### config.mk
export PLATFORM = sky130hd
export DESIGN_NAME = coor_gen_rr_flat
export DESIGN_NICKNAME = d
export VERILOG_FILES = /design/src/rtl/coor_gen_rr_if.sv /design/src/rtl/coor_gen_rr.sv /design/src/flat_wrapper.sv
export SDC_FILE = /design/constraint.sdc
export NUM_CORES = 1
export LEC_CHECK = 0
export BUFFER_PORTS_ARGS = -buffer_cell sky130_fd_sc_hd__buf_2
export CORE_MARGIN = 1
export CORE_UTILIZATION = 40
export CTS_CLUSTER_SIZE = 12
export DETAILED_ROUTE_END_ITERATION = 10
export PLACE_DENSITY = 0.63
export SLEW_MARGIN = 20
export SYNTH_ARGS = -nofsm -noshare
export SYNTH_HDL_FRONTEND = slang
export SYNTH_SLANG_ARGS = --single-unit
### constraint.sdc
create_clock -name cclk -period 3.4 [get_ports cclk]
set_input_delay 0.34 -clock cclk [delete_from_list [all_inputs] [get_ports cclk]]
set_output_delay 0.34 -clock cclk [all_outputs]
set_load 0.005 [all_outputs]
### src/rtl/coor_gen_rr_if.sv
// Engine-side bus of the coordinate generator.
//   cdones        : per-engine "ready for work" flags (engines -> generator)
//   clatch_en     : word valid for engine cengine_addr (generator -> engines)
//   cengine_addr  : target engine index
//   cword2engines : {x, y, re, im} of the issued pixel
// master = generator side, slave = engine side.
interface coor_gen_rr_if #(
  parameter int NUM_PROC = 4,
  parameter int ADDR_W   = 2,
  parameter int XW       = 10,
  parameter int YW       = 9,
  parameter int CW       = 32
) ();
  logic [NUM_PROC-1:0]       cdones;
  logic                      clatch_en;
  logic [ADDR_W-1:0]         cengine_addr;
  logic [XW+YW+2*CW-1:0]     cword2engines;

  modport master (input cdones, output clatch_en, cengine_addr, cword2engines);
  modport slave  (output cdones, input clatch_en, cengine_addr, cword2engines);
endinterface

### src/rtl/coor_gen_rr.sv
// Mandelbrot coordinate generator with round-robin engine dispatch.
// Scans an H_RES x V_RES grid column-major (y inner) and issues {x, y, re, im}
// to a ready engine each cycle, re = x0 + x*step, im = y0 - y*step (Q8.24).
// Ports:
//   cclk, creset       : clock, synchronous active-high reset
//   eng                : engine bus (cdones in; clatch_en/cengine_addr/cword2engines out)
//   cfg_x0/y0/step     : pan/zoom values, captured into shadow on cfg_load
//   start              : request one frame (ignored while running)
//   busy               : frame in progress
//   frame_start        : one-cycle pulse when a frame is accepted
//   frame_done         : one-cycle pulse after the last pixel is issued
//
// state | meaning
// IDLE  | waiting for start; no issues
// RUN   | scanning pixels, one issue per cycle when an engine is eligible
module coor_gen_rr #(
  parameter int NUM_PROC = 4,
  parameter int ADDR_W   = 2,
  parameter int H_RES    = 640,
  parameter int V_RES    = 480,
  parameter int XW       = 10,
  parameter int YW       = 9,
  parameter int CW       = 32
) (
  input  logic                 cclk,
  input  logic                 creset,
  coor_gen_rr_if.master        eng,
  input  logic [CW-1:0]        cfg_x0,
  input  logic [CW-1:0]        cfg_y0,
  input  logic [CW-1:0]        cfg_step,
  input  logic                 cfg_load,
  input  logic                 start,
  output logic                 busy,
  output logic                 frame_start,
  output logic                 frame_done
);

  localparam int NSLOT = 2**ADDR_W;
  localparam logic [CW-1:0] DEF_X0   = CW'(32'hFE00_0000);
  localparam logic [CW-1:0] DEF_Y0   = CW'(32'h0120_0000);
  localparam logic [CW-1:0] DEF_STEP = CW'(32'h0001_3333);

  typedef enum logic {IDLE = 1'b0, RUN = 1'b1} state_t;
  state_t state;

  logic [XW-1:0]     x;
  logic [YW-1:0]     y;
  logic [CW-1:0]     re, im;
  logic [ADDR_W-1:0] ptr;
  logic              done_pend;
  logic [CW-1:0]     sh_x0, sh_y0, sh_step;
  logic [CW-1:0]     act_y0, act_step;

  logic [NSLOT-1:0]  last_mask, elig;
  logic              found;
  logic [ADDR_W-1:0] grant, idx, ptr_next;
  logic              x_last, y_last, accept;
  logic [CW-1:0]     st_x0, st_y0, st_step;

  // The engine latched this cycle may still show cdones high, so mask it.
  always_comb begin
    last_mask = '0;
    if (eng.clatch_en) last_mask[eng.cengine_addr] = 1'b1;
    elig = NSLOT'(eng.cdones) & ~last_mask;
    found = 1'b0;
    grant = '0;
    idx   = '0;
    // Walk from the farthest candidate back to ptr so the nearest one wins.
    for (int i = NUM_PROC - 1; i >= 0; i--) begin
      idx = ADDR_W'((int'(ptr) + i) % NUM_PROC);
      if (elig[idx]) begin
        found = 1'b1;
        grant = idx;
      end
    end
    ptr_next = ADDR_W'((int'(grant) + 1) % NUM_PROC);
  end

  assign x_last = (x == XW'(H_RES - 1));
  assign y_last = (y == YW'(V_RES - 1));
  // busy stays high through the done cycle, which keeps a start from
  // overlapping the frame_done pulse.
  assign accept = (state == IDLE) && start && !busy;
  // A cfg_load coincident with start takes effect for that frame.
  assign st_x0   = cfg_load ? cfg_x0   : sh_x0;
  assign st_y0   = cfg_load ? cfg_y0   : sh_y0;
  assign st_step = cfg_load ? cfg_step : sh_step;

  always_ff @(posedge cclk) begin
    if (creset) begin
      state             <= IDLE;
      x                 <= '0;
      y                 <= '0;
      re                <= '0;
      im                <= '0;
      ptr               <= '0;
      done_pend         <= 1'b0;
      busy              <= 1'b0;
      frame_start       <= 1'b0;
      frame_done        <= 1'b0;
      eng.clatch_en     <= 1'b0;
      eng.cengine_addr  <= '0;
      eng.cword2engines <= '0;
      sh_x0             <= DEF_X0;
      sh_y0             <= DEF_Y0;
      sh_step           <= DEF_STEP;
      act_y0            <= DEF_Y0;
      act_step          <= DEF_STEP;
    end else begin
      frame_start   <= 1'b0;
      frame_done    <= done_pend;
      eng.clatch_en <= 1'b0;
      if (done_pend) begin
        done_pend <= 1'b0;
        busy      <= 1'b0;
      end
      if (cfg_load) begin
        sh_x0   <= cfg_x0;
        sh_y0   <= cfg_y0;
        sh_step <= cfg_step;
      end
      case (state)
        IDLE: begin
          if (accept) begin
            act_y0      <= st_y0;
            act_step    <= st_step;
            re          <= st_x0;
            im          <= st_y0;
            x           <= '0;
            y           <= '0;
            frame_start <= 1'b1;
            busy        <= 1'b1;
            state       <= RUN;
          end
        end
        RUN: begin
          if (found) begin
            eng.clatch_en     <= 1'b1;
            eng.cengine_addr  <= grant;
            eng.cword2engines <= {x, y, re, im};
            ptr               <= ptr_next;
            if (y_last) begin
              y  <= '0;
              im <= act_y0;
              x  <= x + XW'(1);
              re <= re + act_step;
              if (x_last) begin
                state     <= IDLE;
                done_pend <= 1'b1;
              end
            end else begin
              y  <= y + YW'(1);
              im <= im - act_step;
            end
          end
        end
        default: state <= IDLE;
      endcase
    end
  end

endmodule

### src/flat_wrapper.sv
// flat-port wrapper written by rule: the top's interface ports become plain ports
module coor_gen_rr_flat 
#(
  parameter int NUM_PROC = 4,
  parameter int ADDR_W   = 2,
  parameter int H_RES    = 640,
  parameter int V_RES    = 480,
  parameter int XW       = 10,
  parameter int YW       = 9,
  parameter int CW       = 32
)
  (cclk, creset, cfg_x0, cfg_y0, cfg_step, cfg_load, start, busy, frame_start, frame_done, eng_cdones, eng_clatch_en, eng_cengine_addr, eng_cword2engines);
  coor_gen_rr_if #(.NUM_PROC(NUM_PROC), .ADDR_W(ADDR_W), .XW(XW), .YW(YW), .CW(CW)) eng_i ();
  input  logic cclk;
  input  logic creset;
  input  logic [CW-1:0] cfg_x0;
  input  logic [CW-1:0] cfg_y0;
  input  logic [CW-1:0] cfg_step;
  input  logic cfg_load;
  input  logic start;
  output logic busy;
  output logic frame_start;
  output logic frame_done;
  input wire logic [$bits(eng_i.cdones)-1:0] eng_cdones;
  output wire logic [$bits(eng_i.clatch_en)-1:0] eng_clatch_en;
  output wire logic [$bits(eng_i.cengine_addr)-1:0] eng_cengine_addr;
  output wire logic [$bits(eng_i.cword2engines)-1:0] eng_cword2engines;
  assign eng_i.cdones = eng_cdones;
  assign eng_clatch_en = eng_i.clatch_en;
  assign eng_cengine_addr = eng_i.cengine_addr;
  assign eng_cword2engines = eng_i.cword2engines;
  coor_gen_rr #(.NUM_PROC(NUM_PROC), .ADDR_W(ADDR_W), .H_RES(H_RES), .V_RES(V_RES), .XW(XW), .YW(YW), .CW(CW)) u_core (.cclk(cclk), .creset(creset), .eng(eng_i), .cfg_x0(cfg_x0), .cfg_y0(cfg_y0), .cfg_step(cfg_step), .cfg_load(cfg_load), .start(start), .busy(busy), .frame_start(frame_start), .frame_done(frame_done));
endmodule
==> flow_summary.json, run 1 <==
{
  "status": "completed",
  "ys.flop_type": "dfxtp_1",
  "rows": 73,
  "dr.pass1.iters": 5,
  "cp-end-kind": "register",
  "antenna_cells": 0,
  "grt_max_degree": 68,
  "cts_tree": "done",
  "ios": 193,
  "hold_depth": 3,
  "routed_wl_um": 49300,
  "clock_sinks": 336,
  "post-dp-hpwl_um": 36430,
  "criticalPathCategory": "reg2reg",
  "cts_hold_buf": 0,
  "final_hold_viol_count": 0,
  "relSlewSlack_pct": 45.58,
  "drc": 0,
  "grt_pass1_wl_um": 76750,
  "fin_crit_sh_pct": 92.93,
  "h-tree-depth": 2,
  "rr_worst_depth": 11,
  "core_area_um2": 39640,
  "place_congestion": 0.9393,
  "ys_ff_latch": 336,
  "cts_buffer_depth": 3,
  "start_util_pct": 40.50,
  "gr-total-overflow": 0,
  "area_delta_synth_final_pct": 17.15,
  "postCtsSetupRepairBufs": 0,
  "peakVddDrop_uv": 410.8,
  "post-route-util_pct": 47.45,
  "track_usage_pct": 23.67,
  "critPathMaxFanout": 4,
  "power_density_nw_per_um2": 604.5,
  "syn_area_um2": 16050,
  "drv_slew": 0,
  "clock_latency_ns": 0.55,
  "final_net_count": 2300,
  "async_flop_share_pct": 0,
  "synthesis.nets": 2151,
  "synth.yosys.seq_area_share_pct": 41.90,
  "crit_path_start_kind": "register",
  "p_leak_nw": 8.030,
  "die_area_um2": 40940,
  "wl_per_cell_um": 18.40,
  "die_h_um": 202.3,
  "cts_buffers": 38,
  "critical_path_required_ns": 3.82,
  "fillers": 3927,
  "yosysWarnings": 0,
  "tightest_slew_ns": 0.8133,
  "synth.avg_cell_area_um2": 8.104,
  "yosysUniqueCellTypes": 80,
  "grt_pass1_vias": 13720,
  "drive_gt1_share_pct": 14.76,
  "die_x_um": 202.3,
  "fin_skew_ns": 0.01085,
  "crit_arrival_ns": 3.58,
  "avgViaCountPerCell": 5.462,
  "vias": 14630,
  "hold_path_class": "in2reg",
  "synth_cells": 1981,
  "fmax_mhz": 316.5,
  "clk_pin_slew_worst_paths_ns": 0.06,
  "final-setup-viol-count": 0,
  "root_buffer": "clkbuf_16",
  "min_period_ns": 3.160,
  "rsz0062_at_grt": "false",
  "drt_iter0_drc": 1156,
  "antenna_found_initial": 0,
  "port-buffer-count": 192,
  "cts-resized-gates": 0,
  "postRouteAntennaNets": 0,
  "maxCapViolCount": 0,
  "synth_edf_count": 0,
  "timing.setup.tns_ns": 0
}
-- worst max-delay path: stages (launching register included) --
cell and delay [ns]:
dfxtp_1 0.34, inv_1 0.05, ha_1 0.20, fa_1 0.39
nor2b_1 0.21, o31a_2 0.19, o2111ai_2 0.14, a41oi_2 0.38
nor3_2 0.12, or3_1 0.40, or4_1 0.47, nor3b_1 0.14
-- layer usage --
| layer | vias to the layer above | track usage [%] | part of all wire (%) |
|---|---|---|---|
| met5 | - | 0 | 0 |
| met4 | 0 | 6.284 | 2.2 |
| met3 | 73 | 3.434 | 5.6 |
| met2 | 441 | 37.73 | 45 |
| met1 | 6876 | 33.24 | 47 |
| li1 | 7243 | - | - |
-- layout make-up --
class / instances / area (um2) / share of cell area (%)
inverters: 54 / 202.7 / 1.078
clock buffers: 54 / 1102 / 5.861
well taps: 525 / 656.9 / 3.493
multi-input cells: 1468 / 8668 / 46.09
flip-flops and latches: 336 / 6728 / 35.77
clock inverters: 10 / 115.1 / 0.6120
repair buffers: 232 / 1335 / 7.098
-- through the flow --
step	std cells	instance area, um2	hold WS (ns)	power [mW]	worst slack [ns]
floorplan	1981	16050	0.4286	6.512	0.5845
global placement	2615	17590	0.4442	7.330	0.3682
detailed placement	2615	17590	0.4471	7.362	0.2844
CTS	2679	18810	0.03928	11.44	0.2839
global route	2679	18810	0.06830	11.95	0.1295
finish	2679	18810	0.06379	11.37	0.2404
-- layout by cell type (no fill, tap or decap), types with 7 or more instances in the layout --
master | Yosys | routed
o21a_1 | 12 | 11
mux2i_1 | 97 | 97
o21ai_0 | 89 | 89
nor3_1 | 42 | 42
nand2_1 | 319 | 319
a211oi_1 | 41 | 41
a31oi_1 | 11 | 11
xor2_1 | 14 | 14
and2_1 | 10 | 10
dfxtp_1 | 336 | 335
nor2_1 | 245 | 244
buf_2 | 17 | 190
o21bai_1 | 11 | 11
o31ai_1 | 7 | 7
nand2b_1 | 16 | 16
xnor2_1 | 33 | 33
clkbuf_1 | 87 | 8
a21o_1 | 22 | 22
inv_1 | 53 | 53
ha_1 | 64 | 64
a2111oi_0 | 8 | 8
o211ai_1 | 13 | 13
clkbuf_16 | 0 | 39
a22o_1 | 9 | 9
clkbuf_8 | 0 | 8
nand3_1 | 43 | 42
a21oi_1 | 214 | 214
o311ai_0 | 7 | 7
nand4_1 | 14 | 14
or3_1 | 13 | 13
nor4_1 | 8 | 8
buf_4 | 1 | 36
-- worst paths after layout --
check,startpoint,endpoint,slack (ns)
worst min-delay path,cfg_y0[17],u_core.sh_y0[17]$_SDFF_PP0_,0.06
worst max register to register,u_core.im[0]$_SDFFE_PP0P_,u_core.im[24]$_SDFFE_PP0P_,0.24
worst min register to register,u_core.eng.cword2engines[34]$_SDFFE_PP0P_,u_core.eng.cword2engines[34]$_SDFFE_PP0P_,0.45
worst max-delay path,u_core.im[0]$_SDFFE_PP0P_,u_core.im[24]$_SDFFE_PP0P_,0.24
-- cell usage after synthesis (all sizes together) (11+ instances only) --
master / n / area [um2]
xor2: 14 / 122.6
o21bai: 11 / 82.58
nand2: 321 / 1210
clkbuf: 88 / 331.6
nor2: 246 / 925.9
xnor2: 33 / 289.0
nand3: 43 / 215.2
o21ai: 91 / 463.0
and2: 11 / 68.82
dfxtp: 336 / 6726
o211ai: 13 / 97.59
a21oi: 215 / 1080
nand2b: 16 / 100.1
a211oi: 41 / 307.8
buf: 35 / 156.4
inv: 53 / 198.9
o21a: 12 / 90.09
mux2i: 97 / 970.9
ha: 64 / 800.8
or3: 13 / 81.33
a21o: 22 / 165.2
nand4: 15 / 108.9
nor3: 44 / 230.2
a31oi: 11 / 68.82
-- registers in the layout (all words and copies together) (netlist names) --
register / cells
u_core.eng.cword2engines: 83
u_core.act_step: 32
u_core.act_y0: 32
u_core.im: 32
u_core.re: 32
u_core.sh_step: 32
u_core.sh_x0: 32
u_core.sh_y0: 32
u_core.x: 10
u_core.y: 9
u_core.eng.cengine_addr: 2
u_core.ptr: 2
u_core.busy: 1
u_core.done_pend: 1
u_core.eng.clatch_en: 1
u_core.frame_done: 1
u_core.frame_start: 1
u_core.state: 1
-- cell families (layout without fill, tap and decap cells) --
kind of cell	Yosys count	in the layout	share of synthesized area, %
flip-flops	336	336	41.90
buffers and inverters	177	350	4.302
XOR/XNOR	47	47	2.564
multiplexers	101	101	6.328
adder cells (fa/ha/maj)	66	66	5.237
AO/OA/AOI/OAI	508	508	19.73
AND/OR/NAND/NOR	746	746	19.94
-- power breakdown --
part           total [mW]  leakage [nW]  internal [mW]  switching (mW)
Combinational        2.83          4.68           1.08            1.75
Sequential           4.49          2.76           4.25           0.240
Clock                4.04         0.589           2.40            1.64
No activity file was read; power rests on OpenSTA's default activity.
==> inputs of run 2 (changes only) <==
Settings changed: CORE_UTILIZATION 40 to 50, PLACE_DENSITY 0.63 to 0.75.
==> run 2 against run 1 <==
  * Clock power fell by 1%
  * Routed wire length fell by 5.1%
  * Clock skew rose by 0.0050 ns
  * Combinational power barely moved
  * Sequential share of layout area rose by 0.44 points
  * First-iteration DRC count fell by 6.7%
  * Register-to-register slack got worse by 0.05 ns
  * Largest cell class unchanged
  * Worst setup slack got worse by 0.054 ns
==> flow_summary.json, run 2 (synthesis gave the netlist of run 1 again) <==
{
  "track_usage_pct": 27.88,
  "critical_path_required_ns": 3.79,
  "timing.setup.tns_ns": 0,
  "rsz0062_at_grt": "false",
  "cp_num_buf_inv": 1,
  "clock_sinks": 336,
  "hold_path_class": "in2reg",
  "clk_pin_slew_worst_paths_ns": 0.06,
  "avgViaCountPerCell": 5.767,
  "p_sw_mw": 3.560,
  "sequentialPowerShare_pct": 39.7,
  "root_buffer": "clkbuf_16",
  "drive_gt1_share_pct": 14.54,
  "sw_frac_of_total_pct": 31.53,
  "relSlewSlack_pct": 45.21,
  "grt_busiest_layer": "met2",
  "cts_hold_buf": 0,
  "fin_cells": 2548,
  "final_net_count": 2297,
  "gr-total-overflow": 0,
  "regMostFlops": "u_core.eng.cword2engines",
  "min_period_ns": 3.214,
  "p_int_mw": 7.730,
  "grt_use_met1_pct": 37.76,
  "h-tree-depth": 2,
  "die_area_um2": 32830,
  "fin_skew_ns": 0.01587,
  "postCtsSetupRepairBufs": 0,
  "final_hold_viol_count": 0,
  "start_util_pct": 50.88,
  "combPwrFrac_pct": 24.9,
  "critPathMaxFanout": 4,
  "area_delta_synth_final_pct": 15.74,
  "use_met3_pct": 4.273,
  "whs_ns": 0.07613,
  "die_x_um": 181.2,
  "grt_pass1_vias": 13870,
  "slowest_delay_ns": 0.46,
  "p_clk_share_pct": 35.4,
  "cts_tree": "done",
  "routed_wl_um": 46800,
  "postRouteAntennaNets": 0,
  "dp.cells": 2490,
  "grt_max_degree": 84,
  "final-setup-viol-count": 0,
  "fmax_mhz": 311.2,
  "crit_path_start_kind": "register",
  "die_h_um": 181.2,
  "grt_pass1_wl_um": 73590,
  "port-buffer-count": 192,
  "dr.pass1.iters": 5,
  "drc": 0,
  "drv_slew": 0,
  "criticalPathCategory": "reg2reg",
  "fin_crit_sh_pct": 94.52,
  "crit_arrival_ns": 3.60,
  "p_leak_nw": 8.001,
  "maxCapViolCount": 0,
  "r2r_slack_ns": 0.19,
  "post-dp-hpwl_um": 33860,
  "crit_slowest_cell": "or4_1",
  "antenna_cells": 0,
  "tightest_slew_ns": 0.8189,
  "cts_buffers": 37,
  "worstPathCellList": "inv_1 > ha_1 > fa_1 > nor2b_1 > o31a_2 > o2111ai_2 > a41oi_2 > nor3_2 > or3_1 > or4_1 > nor3b_1",
  "clock_latency_ns": 0.52,
  "status": "completed",
  "power_density_nw_per_um2": 607.6,
  "core_area_um2": 31560,
  "crit_family": "simple AND/OR/NAND/NOR gates",
  "place_congestion": 0.9306,
  "gr-usage-met2_pct": 45.12,
  "cts_buffer_depth": 3,
  "drt_iter0_drc": 1078,
  "layout_common_cells": "dfxtp_1 (335), nand2_1 (319), nor2_1 (244), a21oi_1 (214), buf_2 (190)",
  "wl_per_cell_um": 18.37,
  "cts-resized-gates": 0,
  "final_common_cell": "dfxtp_1",
  "ios": 193,
  "peakVddDrop_uv": 408.7,
  "vias": 14700,
  "antenna_found_initial": 0,
  "rows": 65,
  "largest_register_ffs": 83,
  "fillers": 2856,
  "cp-end-kind": "register"
}
==> run 2: cell count changes in the layout (fill, tap and decap cells not counted), sizes merged <==
cell and change:
bufinv +2, clkinvlp -2, clkinv +2, clkbuf -7, inv -1, buf -2
==> run 2: power by group through the flow <==
| stage | Combinational (mW) | Clock [mW] | Sequential (mW) |
|---|---|---|---|
| finish | 2.81 | 4.00 | 4.48 |
| global route | 3.11 | 4.21 | 4.51 |
| CTS | 2.77 | 4.05 | 4.48 |
| detailed placement | 2.75 | 0 | 4.56 |
| global placement | 2.72 | 0 | 4.55 |
| floorplan | 2.04 | 0 | 4.48 |
==> run 2: routing by layer <==
metal  up-vias  share of wire (%)
met5         -                  0
met4         0                2.7
met3        95                6.4
met2       513                 45
met1      6891                 46
li1       7196                  -
==> run 2: layout make-up <==
type                    instances  area [um2]  area share (%)
clock inverters                11       168.9          0.9091
repair buffers                230        1295           6.970
inverters                      54       202.7           1.091
clock buffers                  47        1015           5.461
multi-input cells            1468        8668           46.65
flip-flops and latches        336        6728           36.21
well taps                     402       503.0           2.707
==> run 2: final timing paths <==
check / from / to / depth (start not counted)
setup / recovery: u_core.im[0]$_SDFFE_PP0P_ / u_core.im[24]$_SDFFE_PP0P_ / 11
hold / removal: cfg_step[5] / u_core.sh_step[5]$_SDFF_PP1_ / 3
setup reg to reg: u_core.im[0]$_SDFFE_PP0P_ / u_core.im[24]$_SDFFE_PP0P_ / 11
hold reg to reg: u_core.eng.cword2engines[35]$_SDFFE_PP0P_ / u_core.eng.cword2engines[35]$_SDFFE_PP0P_ / 2
==> run 2: stage by stage <==
step / cell area (um2) / setup slack, ns / power, mW / utilization, %
6_report: 18580 / 0.1863 / 11.29 / 58.88
5_1_grt: 18580 / 0.03872 / 11.83 / 58.88
4_1_cts: 18580 / 0.2422 / 11.30 / 58.88
3_5_place_dp: 17400 / 0.2796 / 7.311 / 55.13
3_3_place_gp: 17400 / 0.3779 / 7.271 / 55.13
2_1_floorplan: 16050 / 0.5845 / 6.512 / -
==> run 2: worst reg2reg max path: stages, from the launching register on <==
cell       delay (ns)
dfxtp_1          0.36
inv_1            0.06
ha_1             0.21
fa_1             0.40
nor2b_1          0.20
o31a_2           0.19
o2111ai_2        0.14
a41oi_2          0.41
nor3_2           0.12
or3_1            0.38
or4_1            0.46
nor3b_1          0.15
==> inputs of run 3 (changes only) <==
Settings changed: CORE_ASPECT_RATIO set to 1.75, SKIP_LAST_GASP set to 1.
==> run 3 against run 2 <==
  * Final cell count fell by 0.90%
  * Total power fell by 4.6%
  * Fmax rose by 4.0%
  * Sequential share of layout area rose by 0.52 points
  * Critical endpoint unchanged
  * Highest routed layer unchanged
==> flow_summary.json, run 3 (synthesis gave the netlist of run 1 again) <==
{
  "cp_num_buf_inv": 1,
  "antenna_found_initial": 0,
  "layout_common_cells": "dfxtp_1 (335), nand2_1 (319), nor2_1 (244), a21oi_1 (214), buf_2 (190)",
  "grt_pass1_vias": 14490,
  "hold_path_class": "in2reg",
  "drt_iter0_drc": 938,
  "largest_register_ffs": 83,
  "cts_hold_buf": 0,
  "peakVddDrop_uv": 541.8,
  "final_common_cell": "dfxtp_1",
  "multi_input_area_um2": 8668,
  "cts_tree": "done",
  "start_util_pct": 50.92,
  "crit_slowest_cell": "or4_1",
  "p_leak_nw": 7.869,
  "vias": 14820,
  "dp.cells": 2481,
  "clk_pin_slew_worst_paths_ns": 0.07,
  "area_delta_synth_final_pct": 14.08,
  "die_x_um": 137.5,
  "rsz0062_at_grt": "false",
  "die_area_um2": 32860,
  "routed_wl_um": 48280,
  "timing.setup.tns_ns": 0,
  "tightest_slew_ns": 0.8647,
  "ios": 193,
  "fillers": 2888,
  "clock_sinks": 336,
  "whs_ns": 0.07307,
  "fin_skew_ns": 0.02485,
  "criticalPathCategory": "reg2reg",
  "wl_met2_um": 24340,
  "post-dp-hpwl_um": 35840,
  "crit_arrival_ns": 3.50,
  "final_net_count": 2291,
  "reg2reg_from": "u_core.im[0]$_SDFFE_PP0P_",
  "grt_pass1_wl_um": 75020,
  "cts_buffers": 34,
  "cts_buffer_depth": 3,
  "seq_area_um2": 6728,
  "postCtsSetupRepairBufs": 0,
  "regMostFlops": "u_core.eng.cword2engines",
  "final_hold_viol_count": 0,
  "h-tree-depth": 2,
  "slowest_delay_ns": 0.47,
  "port-buffer-count": 192,
  "status": "completed",
  "hold_end": "u_core.sh_step[5]$_SDFF_PP1_",
  "drive_gt1_share_pct": 13.90,
  "worstHoldStart": "cfg_step[5]",
  "worstPathCellList": "inv_1 > ha_1 > fa_1 > nor2b_1 > o31a_2 > o2111ai_2 > a41oi_2 > nor3_2 > or3_1 > or4_1 > nor3b_1",
  "fin_crit_sh_pct": 90.93,
  "fin_cells": 2525,
  "timing.rr.end": "u_core.im[24]$_SDFFE_PP0P_",
  "wl_met1_um": 18130,
  "final-setup-viol-count": 0,
  "crit_path_start_kind": "register",
  "postRouteAntennaNets": 0,
  "power_density_nw_per_um2": 588.0,
  "gr-total-overflow": 0,
  "total_power_mw": 10.77,
  "cts-resized-gates": 0,
  "hold_depth": 3,
  "rows": 86,
  "critical_path_required_ns": 3.81,
  "critPathMaxFanout": 4,
  "grt_max_degree": 99,
  "drv_slew": 0,
  "r2r_slack_ns": 0.31,
  "maxCapViolCount": 0,
  "rr_worst_depth": 11,
  "place_congestion": 0.9930,
  "cp-end-kind": "register",
  "root_buffer": "clkbuf_16",
  "avgViaCountPerCell": 5.870,
  "fmax_mhz": 323.5,
  "min_period_ns": 3.092,
  "relSlewSlack_pct": 42.14,
  "dr.pass1.iters": 7,
  "wl_per_cell_um": 19.12,
  "die_h_um": 239.0,
  "clock_latency_ns": 0.54,
  "track_usage_pct": 29.64,
  "drc": 0,
  "wl_met3_um": 2065,
  "crit_family": "simple AND/OR/NAND/NOR gates",
  "core_area_um2": 31530,
  "post-route-util_pct": 58.09,
  "top_layer": "met4",
  "antenna_cells": 0
}
-- run 3: how the worst max path moves through the flow --
| stage | start | end | slack [ns] | cells past startpoint |
|---|---|---|---|---|
| floorplan | u_core.im[0]$_SDFFE_PP0P_ | u_core.im[24]$_SDFFE_PP0P_ | 0.58 | 11 |
| global placement | u_core.im[0]$_SDFFE_PP0P_ | u_core.im[24]$_SDFFE_PP0P_ | 0.43 | 11 |
| detailed placement | u_core.im[0]$_SDFFE_PP0P_ | u_core.im[24]$_SDFFE_PP0P_ | 0.33 | 11 |
| CTS | u_core.im[0]$_SDFFE_PP0P_ | u_core.im[24]$_SDFFE_PP0P_ | 0.31 | 11 |
| global route | u_core.act_step[1]$_SDFFE_PP1P_ | u_core.re[27]$_SDFFE_PP0P_ | 0.11 | 9 |
| finish | u_core.im[0]$_SDFFE_PP0P_ | u_core.im[24]$_SDFFE_PP0P_ | 0.31 | 11 |
-- run 3: per-layer routing --
layer  global-route usage (%)  vias up
met5                        0        -
li1                         -     7171
met1                    32.08     6995
met2                    52.22      482
met4                    21.81        0
met3                    3.287      173
-- run 3: power by group --
part           switching (mW)  total [mW]  internal, mW
Combinational            1.77        2.85          1.08
Clock                    1.52        3.41          1.89
Sequential              0.264        4.52          4.25
-- run 3: layout make-up --
| type | count | area share [%] |
|---|---|---|
| Timing Repair Buffer | 227 | 7.016 |
| Clock buffer | 42 | 5.035 |
| Sequential cell | 336 | 36.73 |
| Clock inverter | 2 | 0.07515 |
| Tap cell | 396 | 2.705 |
| Inverter | 54 | 1.107 |
| Multi-Input combinational cell | 1468 | 47.33 |
-- run 3: worst min-delay path: cells and delay by family --
family / cells / cell delay, ns
buffers and inverters: 1 / 0.08
AND/OR/NAND/NOR: 2 / 0.15
-- run 3: per-stage QoR --
stage | worst slack (ns) | cell area (um2)
floorplan | 0.5845 | 16050
global route | 0.1052 | 18320
CTS | 0.3144 | 18320
finish | 0.3085 | 18320
detailed placement | 0.3258 | 17380
global placement | 0.4266 | 17380
